File: config.mk
export PLATFORM = sky130hd
export DESIGN_NAME = subsys_reset_initiator_flat
export DESIGN_NICKNAME = d
export VERILOG_FILES = /design/src/rtl/subsys_reset_initiator_if.sv /design/src/rtl/subsys_reset_initiator.sv /design/src/flat_wrapper.sv
export SDC_FILE = /design/constraint.sdc
export NUM_CORES = 1
export LEC_CHECK = 0
export CAP_MARGIN = 40
export CORE_MARGIN = 2
export CORE_UTILIZATION = 31
export DETAILED_ROUTE_END_ITERATION = 10
export GPL_TIMING_DRIVEN = 0
export PLACE_DENSITY = 0.54
export SYNTH_ARGS = -nofsm -noshare
export SYNTH_HDL_FRONTEND = slang
export SYNTH_SLANG_ARGS = --single-unit
File: constraint.sdc
create_clock -name sys_clk -period 6.7 [get_ports sys_clk]
set_clock_uncertainty 0.2 [all_clocks]
set_input_delay 1.34 -clock sys_clk [delete_from_list [all_inputs] [get_ports sys_clk]]
set_output_delay 1.34 -clock sys_clk [all_outputs]
set_load 0.05 [all_outputs]
File: src/rtl/subsys_reset_initiator_if.sv
// Request/CSR and subsystem-side handshake of the reset initiator. Single-cycle start,
// no backpressure; master drives start and the subsystem responses, slave is the initiator.
interface subsys_reset_initiator_if;
  logic        start;
  logic        req_ready;
  logic        busy;
  logic        rst_req;
  logic        rst_ack;
  logic        sub_ready;
  logic        done;
  logic        err;
  logic [1:0]  err_code;
  logic [15:0] reset_count;

  modport master (
    output start, rst_ack, sub_ready,
    input  req_ready, busy, rst_req, done, err, err_code, reset_count
  );

  modport slave (
    input  start, rst_ack, sub_ready,
    output req_ready, busy, rst_req, done, err, err_code, reset_count
  );
endinterface

File: src/rtl/subsys_reset_initiator.sv
// Subsystem reset handshake initiator: rst_req one cycle after an accepted start, ack/ready seen
// 2 cycles late through synchronisers; start is only taken when req_ready=1, otherwise dropped.
module subsys_reset_initiator #(
  parameter logic [31:0] MIN_ASSERT_CYCLES  = 32'h00000040,
  parameter logic [31:0] ACK_TIMEOUT_CYCLES = 32'h00010000,
  parameter logic [31:0] COOLDOWN_CYCLES    = 32'h00000010
) (
  input logic                     sys_clk,
  input logic                     sys_reset,
  subsys_reset_initiator_if.slave bus
);

  typedef enum logic [2:0] {
    S_IDLE,
    S_ASSERT,
    S_HOLD,
    S_RELEASE,
    S_DONE,
    S_ERR,
    S_COOLDOWN
  } state_e;

  localparam logic [31:0] HOLD_LAST = MIN_ASSERT_CYCLES  - 32'd1;
  localparam logic [31:0] TMO_LAST  = ACK_TIMEOUT_CYCLES - 32'd1;
  localparam logic [31:0] COOL_LAST = COOLDOWN_CYCLES    - 32'd1;

  state_e      state_q, state_d;
  logic [31:0] cnt_q;
  logic [1:0]  ack_sync_q;
  logic [1:0]  rdy_sync_q;
  logic        ack_s;
  logic        sub_ready_s;
  logic [1:0]  err_code_q, err_code_d;
  logic [15:0] reset_count_q;
  logic        req_ready_q;
  logic        busy_q;
  logic        rst_req_q;
  logic        done_q;
  logic        err_q;

  assign ack_s       = ack_sync_q[1];
  assign sub_ready_s = rdy_sync_q[1];

  always_comb begin
    state_d    = state_q;
    err_code_d = err_code_q;
    unique case (state_q)
      S_IDLE: begin
        if (bus.start) begin
          state_d    = S_ASSERT;
          err_code_d = 2'b00;
        end
      end
      S_ASSERT: begin
        if (ack_s) begin
          state_d = S_HOLD;
        end else if (cnt_q == TMO_LAST) begin
          state_d    = S_ERR;
          err_code_d = 2'b01;
        end
      end
      S_HOLD: begin
        // A lost acknowledge beats the hold count finishing in the same cycle.
        if (!ack_s) begin
          state_d    = S_ERR;
          err_code_d = 2'b11;
        end else if (cnt_q == HOLD_LAST) begin
          state_d = S_RELEASE;
        end
      end
      S_RELEASE: begin
        if (!ack_s && sub_ready_s) begin
          state_d = S_DONE;
        end else if (cnt_q == TMO_LAST) begin
          state_d    = S_ERR;
          err_code_d = 2'b10;
        end
      end
      S_DONE:     state_d = S_COOLDOWN;
      S_ERR:      state_d = S_COOLDOWN;
      S_COOLDOWN: begin
        if (cnt_q == COOL_LAST) begin
          state_d = S_IDLE;
        end
      end
      default:    state_d = S_IDLE;
    endcase
  end

  // Outputs are registered from the next state so they line up with state_q.
  always_ff @(posedge sys_clk) begin
    if (sys_reset) begin
      state_q       <= S_IDLE;
      cnt_q         <= '0;
      ack_sync_q    <= '0;
      rdy_sync_q    <= '0;
      err_code_q    <= 2'b00;
      reset_count_q <= '0;
      req_ready_q   <= 1'b1;
      busy_q        <= 1'b0;
      rst_req_q     <= 1'b0;
      done_q        <= 1'b0;
      err_q         <= 1'b0;
    end else begin
      ack_sync_q <= {ack_sync_q[0], bus.rst_ack};
      rdy_sync_q <= {rdy_sync_q[0], bus.sub_ready};
      state_q    <= state_d;
      cnt_q      <= (state_d != state_q) ? 32'd0 : cnt_q + 32'd1;
      err_code_q <= err_code_d;
      if (state_d == S_DONE && reset_count_q != 16'hFFFF) begin
        reset_count_q <= reset_count_q + 16'd1;
      end
      req_ready_q <= (state_d == S_IDLE);
      busy_q      <= (state_d != S_IDLE);
      rst_req_q   <= (state_d == S_ASSERT) || (state_d == S_HOLD);
      done_q      <= (state_d == S_DONE);
      err_q       <= (state_d == S_ERR);
    end
  end

  assign bus.req_ready   = req_ready_q;
  assign bus.busy        = busy_q;
  assign bus.rst_req     = rst_req_q;
  assign bus.done        = done_q;
  assign bus.err         = err_q;
  assign bus.err_code    = err_code_q;
  assign bus.reset_count = reset_count_q;

endmodule
File: src/flat_wrapper.sv
// flat-port wrapper written by rule: the top's interface ports become plain ports
module subsys_reset_initiator_flat 
#(
  parameter logic [31:0] MIN_ASSERT_CYCLES  = 32'h00000040,
  parameter logic [31:0] ACK_TIMEOUT_CYCLES = 32'h00010000,
  parameter logic [31:0] COOLDOWN_CYCLES    = 32'h00000010
)
  (sys_clk, sys_reset, bus_start, bus_rst_ack, bus_sub_ready, bus_req_ready, bus_busy, bus_rst_req, bus_done, bus_err, bus_err_code, bus_reset_count);
  subsys_reset_initiator_if bus_i ();
  input logic sys_clk;
  input logic sys_reset;
  input wire logic [$bits(bus_i.start)-1:0] bus_start;
  input wire logic [$bits(bus_i.rst_ack)-1:0] bus_rst_ack;
  input wire logic [$bits(bus_i.sub_ready)-1:0] bus_sub_ready;
  output wire logic [$bits(bus_i.req_ready)-1:0] bus_req_ready;
  output wire logic [$bits(bus_i.busy)-1:0] bus_busy;
  output wire logic [$bits(bus_i.rst_req)-1:0] bus_rst_req;
  output wire logic [$bits(bus_i.done)-1:0] bus_done;
  output wire logic [$bits(bus_i.err)-1:0] bus_err;
  output wire logic [$bits(bus_i.err_code)-1:0] bus_err_code;
  output wire logic [$bits(bus_i.reset_count)-1:0] bus_reset_count;
  assign bus_i.start = bus_start;
  assign bus_i.rst_ack = bus_rst_ack;
  assign bus_i.sub_ready = bus_sub_ready;
  assign bus_req_ready = bus_i.req_ready;
  assign bus_busy = bus_i.busy;
  assign bus_rst_req = bus_i.rst_req;
  assign bus_done = bus_i.done;
  assign bus_err = bus_i.err;
  assign bus_err_code = bus_i.err_code;
  assign bus_reset_count = bus_i.reset_count;
  subsys_reset_initiator #(.MIN_ASSERT_CYCLES(MIN_ASSERT_CYCLES), .ACK_TIMEOUT_CYCLES(ACK_TIMEOUT_CYCLES), .COOLDOWN_CYCLES(COOLDOWN_CYCLES)) u_core (.sys_clk(sys_clk), .sys_reset(sys_reset), .bus(bus_i));
endmodule
; ---- Word level (Yosys, flattened, before mapping)
; Index checks and enable logic that the tools add are counted.
[totals]
inputBits = 5
wordCells = 60
reg_bits = 62
[op_classes]
add_sub_neg = 2
eq_ne = 21
n_mux = 15
n_reduce_logical = 11
[op_table]
columns = op, count
row1 = adder 32 x 1 -> 32 bit (second input constant), 1
row2 = == test 32 x 16 -> 1 bit (second input constant), 1
row3 = == test 32 x 4 -> 1 bit (second input constant), 1
row4 = == test 32 x 6 -> 1 bit (second input constant), 1
row5 = two-way mux 3 bit, 7
row6 = one-hot mux 3 bit (6 select lines), 1
row7 = adder 16 x 1 -> 16 bit (second input constant), 1
row8 = inequality test 16 bit (second input constant), 1
row9 = == test 3 bit (second input constant), 5
row10 = two-way mux 2 bit, 6
row11 = == test 3 x 2 -> 1 bit (second input constant), 3
row12 = inequality test 2 bit (second input constant), 4
row13 = one-hot mux 2 bit (4 select lines), 1
row14 = AND reduction 7 bit, 1
row15 = == test 3 x 1 -> 1 bit (second input constant), 2
row16 = logical NOT 3 bit, 2
row17 = inequality test 2 x 1 -> 1 bit (second input constant), 2
row18 = nonzero test 4 bit, 1
row19 = OR reduction 2 bit, 2
row20 = inequality test 3 bit, 1
row21 = nonzero test 3 bit, 1
row22 = logical AND 1 bit, 2
row23 = logical NOT 1 bit, 1
row24 = logical OR 1 bit, 1

; ---- Logic depth before layout (Yosys ltp)
; Gate-level depths: netlist of run 1.
[logic_depth]
depth_word = 6
depth_mapped = 9
ltp_nobuf = 6

; ---- Worst setup path after synthesis of run 1
; No wires, ideal clock.
[synth_path]
kind = in2reg
from = input bus_start
to = register u_core.rst_req_q (netlist: u_core.bus.rst_req)
t_arrival_ps = 2371
path_stages = 5
setup_slack_ps = 4025
setup_ps = 103
path_cell_list = nor2_1 a211o_1 a21o_2 a211o_1 a2111oi_2
[synth_via]
elab_chain_len = 4
[synth_rtl]
columns = element, line_no
row1 = start: declaration, flat_wrapper.sv:12  ; input wire logic [$bits(bus_i.start)-1:0] bus_start;
row2 = two-way mux 3 bit *, subsys_reset_initiator.sv:49  ; if (bus.start) begin
row3 = one-hot mux 3 bit (6 select lines) *, subsys_reset_initiator.sv:47  ; unique case (state_q)
row4 = == test 3 x 1 -> 1 bit or == test 3 x 2 -> 1 bit (tied branches), subsys_reset_initiator.sv:115  ; rst_req_q <= (state_d == S_ASSERT) || (state_d == S_HOLD);
row5 = logical OR 1 bit *, subsys_reset_initiator.sv:115
row6 = end signal: assignment, subsys_reset_initiator.sv:115
row7 = end: declaration, subsys_reset_initiator.sv:37  ; logic rst_req_q;
; Every way passes the cells marked *; elsewhere a longest branch is shown, timed or not.
; A chain may end at the register's enable or synchronous reset.

; ---- Worst setup path in the final report of run 1
[layout_path]
from = register u_core.reset_count_q[6] (netlist: u_core.bus.reset_count[6])
to = output bus_reset_count[6]
[layout_rtl]
columns = element, line_no
row1 = start: declaration, subsys_reset_initiator.sv:34  ; logic [15:0] reset_count_q;
row2 = start signal: assignment, subsys_reset_initiator.sv:111  ; reset_count_q <= reset_count_q + 16'd1;
row3 = end: declaration, flat_wrapper.sv:21  ; output wire logic [$bits(bus_i.reset_count)-1:0] bus_reset_count;
; No word-level cell between the ends.

==> results.sh, run 1 <==
export IMPL_path_max_fanout=6
export IMPL_start_util_pct=31.9
export IMPL_clk_latency_ns=0.34
export IMPL_fmax_mhz=317
export IMPL_async_flop_share_pct=0
export IMPL_cts_tree="done"
export IMPL_hold_buffers=0
export IMPL_grt_max_degree=12
export IMPL_vdd_drop_max_v=0.0000864
export IMPL_hold_depth=1
export IMPL_io_buffers=27
export IMPL_drc_errors=0
export IMPL_met3_length_um=242
export IMPL_area_delta_synth_final_pct=20.9
export IMPL_placedCellCount=510
export IMPL_setup_viol=0
export IMPL_ys_ff_latch=62
export IMPL_synth_edf_count=0
export IMPL_cts_sinks=62
export IMPL_min_period_ns=3.15
export IMPL_dr_max_layer_used="met4"
export IMPL_routedLengthMet1_mm=3.76
export IMPL_grt_antenna_before_repair=0
export IMPL_cts_buffer_depth=2
export IMPL_rrSetupSlack_ns=3.76
export IMPL_layout_drive_gt1_share_pct=10.4
export IMPL_syn_num_nets=357
export IMPL_cts_resized=0
export IMPL_grt_pass1_wl_mm=12.9
export IMPL_rr_worst_depth=9
export IMPL_setup_ws_ns=3.55
export IMPL_ys_warn_count=0
export IMPL_maxCapViolCount=0
export IMPL_pre_cts_slack_ns=3.36
export IMPL_r2r_end="u_core.cnt_q[21]$_SDFF_PP0_"
export IMPL_dp_hpwl_mm=5.17
export IMPL_drt_iter0_drc=119
export IMPL_cp_arrival_ns=1.61
export IMPL_crit_chain="clkdlybuf4s50_1"
export IMPL_final_core_util_pct=38.6
export IMPL_postCtsSetupBuffers=0
export IMPL_final_cells=526
export IMPL_p_per_area_nw_per_um2=217
export IMPL_crit_path_top_delay_cell="clkdlybuf4s50_1"
export IMPL_wl_met2_mm=3.26
export IMPL_core_um2=9730
export IMPL_ys_seq_area_share_pct=40.0
export IMPL_holdPathEnd="u_core.ack_sync_q[1]$_SDFF_PP0_"
export IMPL_gp_congestion=0.840
export IMPL_clk_pin_slew_ns=0.07
export IMPL_slowest_delay_ns=0.84
export IMPL_cts_made_buffers=9
export IMPL_vias_per_cell=5.12
export IMPL_crit_path_end_kind="output pin"
export IMPL_rr_startpoint="u_core.cnt_q[0]$_SDFF_PP0_"
export IMPL_diodes=0
export IMPL_vias=2691
export IMPL_layout_common_cells="dfxtp_1, nor4_1, nor2_1, clkdlybuf4s50_1, xnor2_1"
export IMPL_first_global_vias=2596
export IMPL_cts_max_level=3
export IMPL_critical_path_top_delay_family="buffers and inverters"
export IMPL_synth_cell_type_count=51
export IMPL_die_area_um2=10800
export IMPL_die_w_um=104
export IMPL_rows=36
export IMPL_cp_required_ns=5.16
export IMPL_synth_cell_area_um2=3110
export IMPL_grt_overflow=0
export IMPL_root_buffer="clkbuf_8"
export IMPL_power_leakage_nw=1.18
export IMPL_antenna_left=0
export IMPL_holdCritPathClass="reg -> reg"
export IMPL_first_pass_iters=4
export IMPL_fin_nets=395
export IMPL_wl_per_cell_um=13.9
export IMPL_relSlewSlack_pct=42.4
export IMPL_grtUsageTotal_pct=14.5
export IMPL_rsz0062_at_grt="false"
export IMPL_worstMarginPinSlew_ns=0.857
export IMPL_synth_main_ff_cell="dfxtp_1"
export IMPL_finalHoldViolCount=0
export IMPL_finalWirelength_mm=7.33
export IMPL_path_buf_inv=1
export IMPL_avgSynthCellArea_um2=8.88
export IMPL_setup_tns_ns=0
export IMPL_ios=28
export IMPL_min_from="u_core.ack_sync_q[0]$_SDFF_PP0_"
export IMPL_synth_cells=350
export IMPL_layout_commonest_cell="dfxtp_1"
export IMPL_drv_slew=0
export IMPL_start_kind="flop"
export IMPL_status="finished, final reports clean"
export IMPL_die_h_um=104
export IMPL_fin_crit_sh_pct=47.1
export IMPL_critical_path_class="reg -> out"
[logic make-up after synthesis]
logic type | share of synthesized area (%)
AOI/OAI and AO/OA | 8.46
xor gates and xnor gates | 11.3
adders and majority gates | 0.805
buffers and inverters | 3.99
DFF | 40.0
muxes | 1.01
and+or+nand+nor | 34.5
[sequential cells by signal, summed over array words and instances (netlist names)]
register / flops
u_core.cnt_q: 32
u_core.bus.reset_count: 16
u_core.state_q: 3
u_core.ack_sync_q: 2
u_core.bus.err_code: 2
u_core.rdy_sync_q: 2
u_core.bus.busy: 1
u_core.bus.done: 1
u_core.bus.err: 1
u_core.bus.req_ready: 1
u_core.bus.rst_req: 1
[cell type report]
| cell class | instances | area (um2) |
|---|---|---|
| Clock inverter | 6 | 86.3 |
| Fill cell | 1024 | 5970 |
| Inverter | 6 | 22.5 |
| Sequential cell | 62 | 1240 |
| Clock buffer | 10 | 128 |
| Buffer | 20 | 101 |
| Tap cell | 133 | 166 |
| Multi-Input combinational cell | 262 | 1740 |
| Timing Repair Buffer | 27 | 270 |
[how the worst max path moves through the flow]
stage                                           startpoint                       endpoint  slack [ns]  cells past startpoint
detailed placement                               sys_reset     u_core.bus.busy$_SDFF_PP0_        3.36                      4
finish              u_core.bus.reset_count[6]$_SDFFE_PP0P_             bus_reset_count[6]        3.55                      1
floorplan                                        bus_start  u_core.bus.rst_req$_SDFF_PP0_        4.03                      5
global placement                                 sys_reset     u_core.bus.busy$_SDFF_PP0_        3.33                      4
global route        u_core.bus.reset_count[2]$_SDFFE_PP0P_             bus_reset_count[2]        3.47                      1
CTS                 u_core.bus.reset_count[3]$_SDFFE_PP0P_             bus_reset_count[3]        3.53                      1
[through the flow]
stage          area [um2]  power [mW]  hold WS (ns)
2_1_floorplan        3110       0.444         0.214
3_3_place_gp         3540       0.467         0.233
3_5_place_dp         3540       0.467         0.226
4_1_cts              3760       0.827         0.228
5_1_grt              3760       0.855         0.253
6_report             3760       0.815         0.224
[routing by layer]
| layer | GRT usage (%) | vias to the layer above |
|---|---|---|
| met5 | 0 | - |
| met4 | 4.83 | 0 |
| met3 | 3.88 | 8 |
| met2 | 21.5 | 36 |
| met1 | 20.3 | 1267 |
| li1 | - | 1380 |
[power by group]
part	internal, mW	switching, mW
Sequential	0.376	0.00441
Combinational	0.0285	0.0498
Clock	0.209	0.147
[Yosys cell counts, types with 3 or more instances]
| cell type | count | area share, % |
|---|---|---|
| xnor2_1 | 22 | 6.2 |
| nor4_2 | 4 | 1.6 |
| nor2_1 | 29 | 3.5 |
| and4_1 | 8 | 2.3 |
| nor4b_1 | 3 | 0.85 |
| nor4_1 | 43 | 8.7 |
| nand4_1 | 12 | 2.4 |
| o21ai_0 | 8 | 1.3 |
| inv_1 | 6 | 0.72 |
| nand3_1 | 14 | 2.3 |
| dfxtp_1 | 62 | 40 |
| nand2_1 | 19 | 2.3 |
| a21oi_1 | 6 | 0.97 |
| nand2b_1 | 4 | 0.81 |
| or4_1 | 3 | 0.72 |
| buf_2 | 4 | 0.64 |
| nor2b_1 | 7 | 1.4 |
| nor3_1 | 14 | 2.3 |
| and3_1 | 4 | 0.81 |
| o211ai_1 | 6 | 1.4 |
| clkbuf_1 | 13 | 1.6 |
| xor2_1 | 18 | 5.1 |
Power figures use the tool's default switching activity.
==> run 2, diff against run 1 <==
Settings changed: PLACE_DENSITY 0.54 to 0.56.
Clock period 6.7 ns to 2.7 ns, I/O delays scaled along.
==> results.sh, run 2 (synthesized netlist as in run 1, its figures left out) <==
export IMPL_status="finished, final reports clean"
export IMPL_rr_startpoint="u_core.cnt_q[29]$_SDFF_PP0_"
export IMPL_final_cells=528
export IMPL_clk_latency_ns=0.34
export IMPL_wl_per_cell_um=14.1
export IMPL_layout_commonest_cell="dfxtp_1"
export IMPL_area_delta_synth_final_pct=21.5
export IMPL_setup_viol=0
export IMPL_first_global_vias=2546
export IMPL_rows=36
export IMPL_switching_share_pct=26.4
export IMPL_finalHoldViolCount=0
export IMPL_holdCritPathClass="reg -> reg"
export IMPL_rr_worst_depth=5
export IMPL_fmax_mhz=387
export IMPL_layout_drive_gt1_share_pct=12.9
export IMPL_cts_buffer_depth=2
export IMPL_cp_required_ns=2.71
export IMPL_root_buffer="clkbuf_8"
export IMPL_layout_common_cells="dfxtp_1, nor4_1, nor2_1, clkdlybuf4s50_1, xnor2_1"
export IMPL_grt_pass1_wl_mm=12.5
export IMPL_stdcell_area_um2=3770
export IMPL_diodes=0
export IMPL_drc_errors=0
export IMPL_fin_nets=397
export IMPL_rrSetupSlack_ns=0.12
export IMPL_drt_iter0_drc=61
export IMPL_finalWirelength_mm=7.42
export IMPL_ios=28
export IMPL_placedCellCount=510
export IMPL_antenna_left=0
export IMPL_clk_pin_slew_ns=0.07
export IMPL_p_per_area_nw_per_um2=490
export IMPL_power_leakage_nw=1.21
export IMPL_die_w_um=104
export IMPL_p_seq_share_pct=51.1
export IMPL_grtUsageTotal_pct=14.3
export IMPL_p_comb_share_pct=10.7
export IMPL_start_kind="flop"
export IMPL_min_period_ns=2.58
export IMPL_power_internal_mw=1.36
export IMPL_start_util_pct=31.9
export IMPL_critical_path_class="reg -> reg"
export IMPL_cp_arrival_ns=2.60
export IMPL_r2r_end="u_core.bus.rst_req$_SDFF_PP0_"
export IMPL_drv_slew=0
export IMPL_regMostFlops="u_core.cnt_q"
export IMPL_cts_tree="done"
export IMPL_path_max_fanout=4
export IMPL_p_total_mw=1.85
export IMPL_relSlewSlack_pct=58.7
export IMPL_die_h_um=104
export IMPL_maxCapViolCount=0
export IMPL_gp_congestion=0.842
export IMPL_core_um2=9730
export IMPL_cts_made_buffers=9
export IMPL_worstSetupStartpoint="u_core.cnt_q[29]$_SDFF_PP0_"
export IMPL_largest_reg_flops=32
export IMPL_die_area_um2=10800
export IMPL_dp_hpwl_mm=5.21
export IMPL_placed_area_um2=3540
export IMPL_power_share_clock_pct=38.2
export IMPL_first_pass_iters=7
export IMPL_cts_max_level=3
export IMPL_crit_path_end_kind="flop"
export IMPL_io_buffers=27
export IMPL_cts_sinks=62
export IMPL_grt_max_degree=11
export IMPL_cp_endpoint="u_core.bus.rst_req$_SDFF_PP0_"
export IMPL_min_from="u_core.rdy_sync_q[0]$_SDFF_PP0_"
export IMPL_hold_buffers=0
export IMPL_grt_antenna_before_repair=0
export IMPL_fin_crit_sh_pct=95.7
export IMPL_vdd_drop_max_v=0.000250
export IMPL_vias_per_cell=5.17
export IMPL_worstMarginPinSlew_ns=0.614
export IMPL_rsz0062_at_grt="false"
export IMPL_vias=2731
export IMPL_grt_overflow=0
export IMPL_p_switching_uw=489
## run 2: worst min path at each step
stage,end,cells after the start
2_1_floorplan,u_core.ack_sync_q[1]$_SDFF_PP0_,1
3_3_place_gp,u_core.ack_sync_q[1]$_SDFF_PP0_,1
5_1_grt,u_core.rdy_sync_q[1]$_SDFF_PP0_,1
4_1_cts,u_core.rdy_sync_q[1]$_SDFF_PP0_,1
3_5_place_dp,u_core.rdy_sync_q[1]$_SDFF_PP0_,1
6_report,u_core.rdy_sync_q[1]$_SDFF_PP0_,1
## run 2: worst max-delay path: stages, from the launching register on
cell	delay (ns)
dfxtp_1	0.35
nor4_2	0.37
nand4_1	0.26
or4b_4	0.61
a211o_1	0.32
a2111oi_2	0.35
## run 2: layout make-up
class                           count  area, um2
Buffer                             20        120
Fill cell                        1007       5960
Timing Repair Buffer               29        285
Inverter                            6       22.5
Sequential cell                    62       1240
Tap cell                          133        166
Multi-Input combinational cell    262       1770
Clock buffer                       12        145
Clock inverter                      4       22.5
## run 2: per-layer routing
metal  up-vias  share of wire, %  track usage, %  wire length, um
li1       1392                 -               -                -
met1      1286                51            19.6             3750
met2        46                45            21.3             3320
met3         7               3.4            3.51              254
met4         0               1.4            6.08              101
met5         -                 0               0                0
## run 2: power groups by stage
| stage | clock [mW] | combinational [mW] | sequential, mW |
|---|---|---|---|
| 2_1_floorplan | 0 | 0.101 | 1.00 |
| 3_3_place_gp | 0 | 0.193 | 0.966 |
| 3_5_place_dp | 0 | 0.194 | 0.966 |
| 4_1_cts | 0.734 | 0.196 | 0.945 |
| 5_1_grt | 0.775 | 0.215 | 0.947 |
| 6_report | 0.706 | 0.198 | 0.945 |
## run 2: what timing repair did
item	CTS	global route
buffers inserted	0	2
pin swaps	0	1
gates resized for setup	5	15
endpoints found under the setup margin	30	31
## run 2: per-stage QoR
step / TNS (ns) / util [%] / hold WS (ns) / setup slack [ns]
2_1_floorplan: 0 / - / 0.214 / 0.323
3_3_place_gp: -2.15 / 36.4 / 0.229 / -0.194
3_5_place_dp: -3.34 / 36.4 / 0.225 / -0.245
4_1_cts: 0 / 38.3 / 0.240 / 0.00137
5_1_grt: 0 / 38.8 / 0.263 / 0.00406
6_report: 0 / 38.8 / 0.234 / 0.117
==> run 3, diff against run 2 <==
Settings changed: CAP_MARGIN 40 to 5, PLACE_DENSITY 0.56 to 0.54.
Clock period 2.7 ns to 3.3 ns, I/O delays scaled along.
==> results of run 3 <==
The final DEF is identical to that of run 1. Status: finished, final reports clean.
Main changes from that run: setup slack after placement 3.36 ns -> 0.390 ns; setup slack after layout 3.55 ns -> 0.361 ns; start point of the critical path u_core.bus.reset_count[6]$_SDFFE_PP0P_ -> u_core.cnt_q[0]$_SDFF_PP0_; end point of the critical path bus_reset_count[6] -> u_core.cnt_q[21]$_SDFF_PP0_; register-to-register setup slack 3.76 ns -> 0.36 ns; total power 0.815 mW -> 1.65 mW; worst IR drop on VDD 0.0000864 V -> 0.000175 V
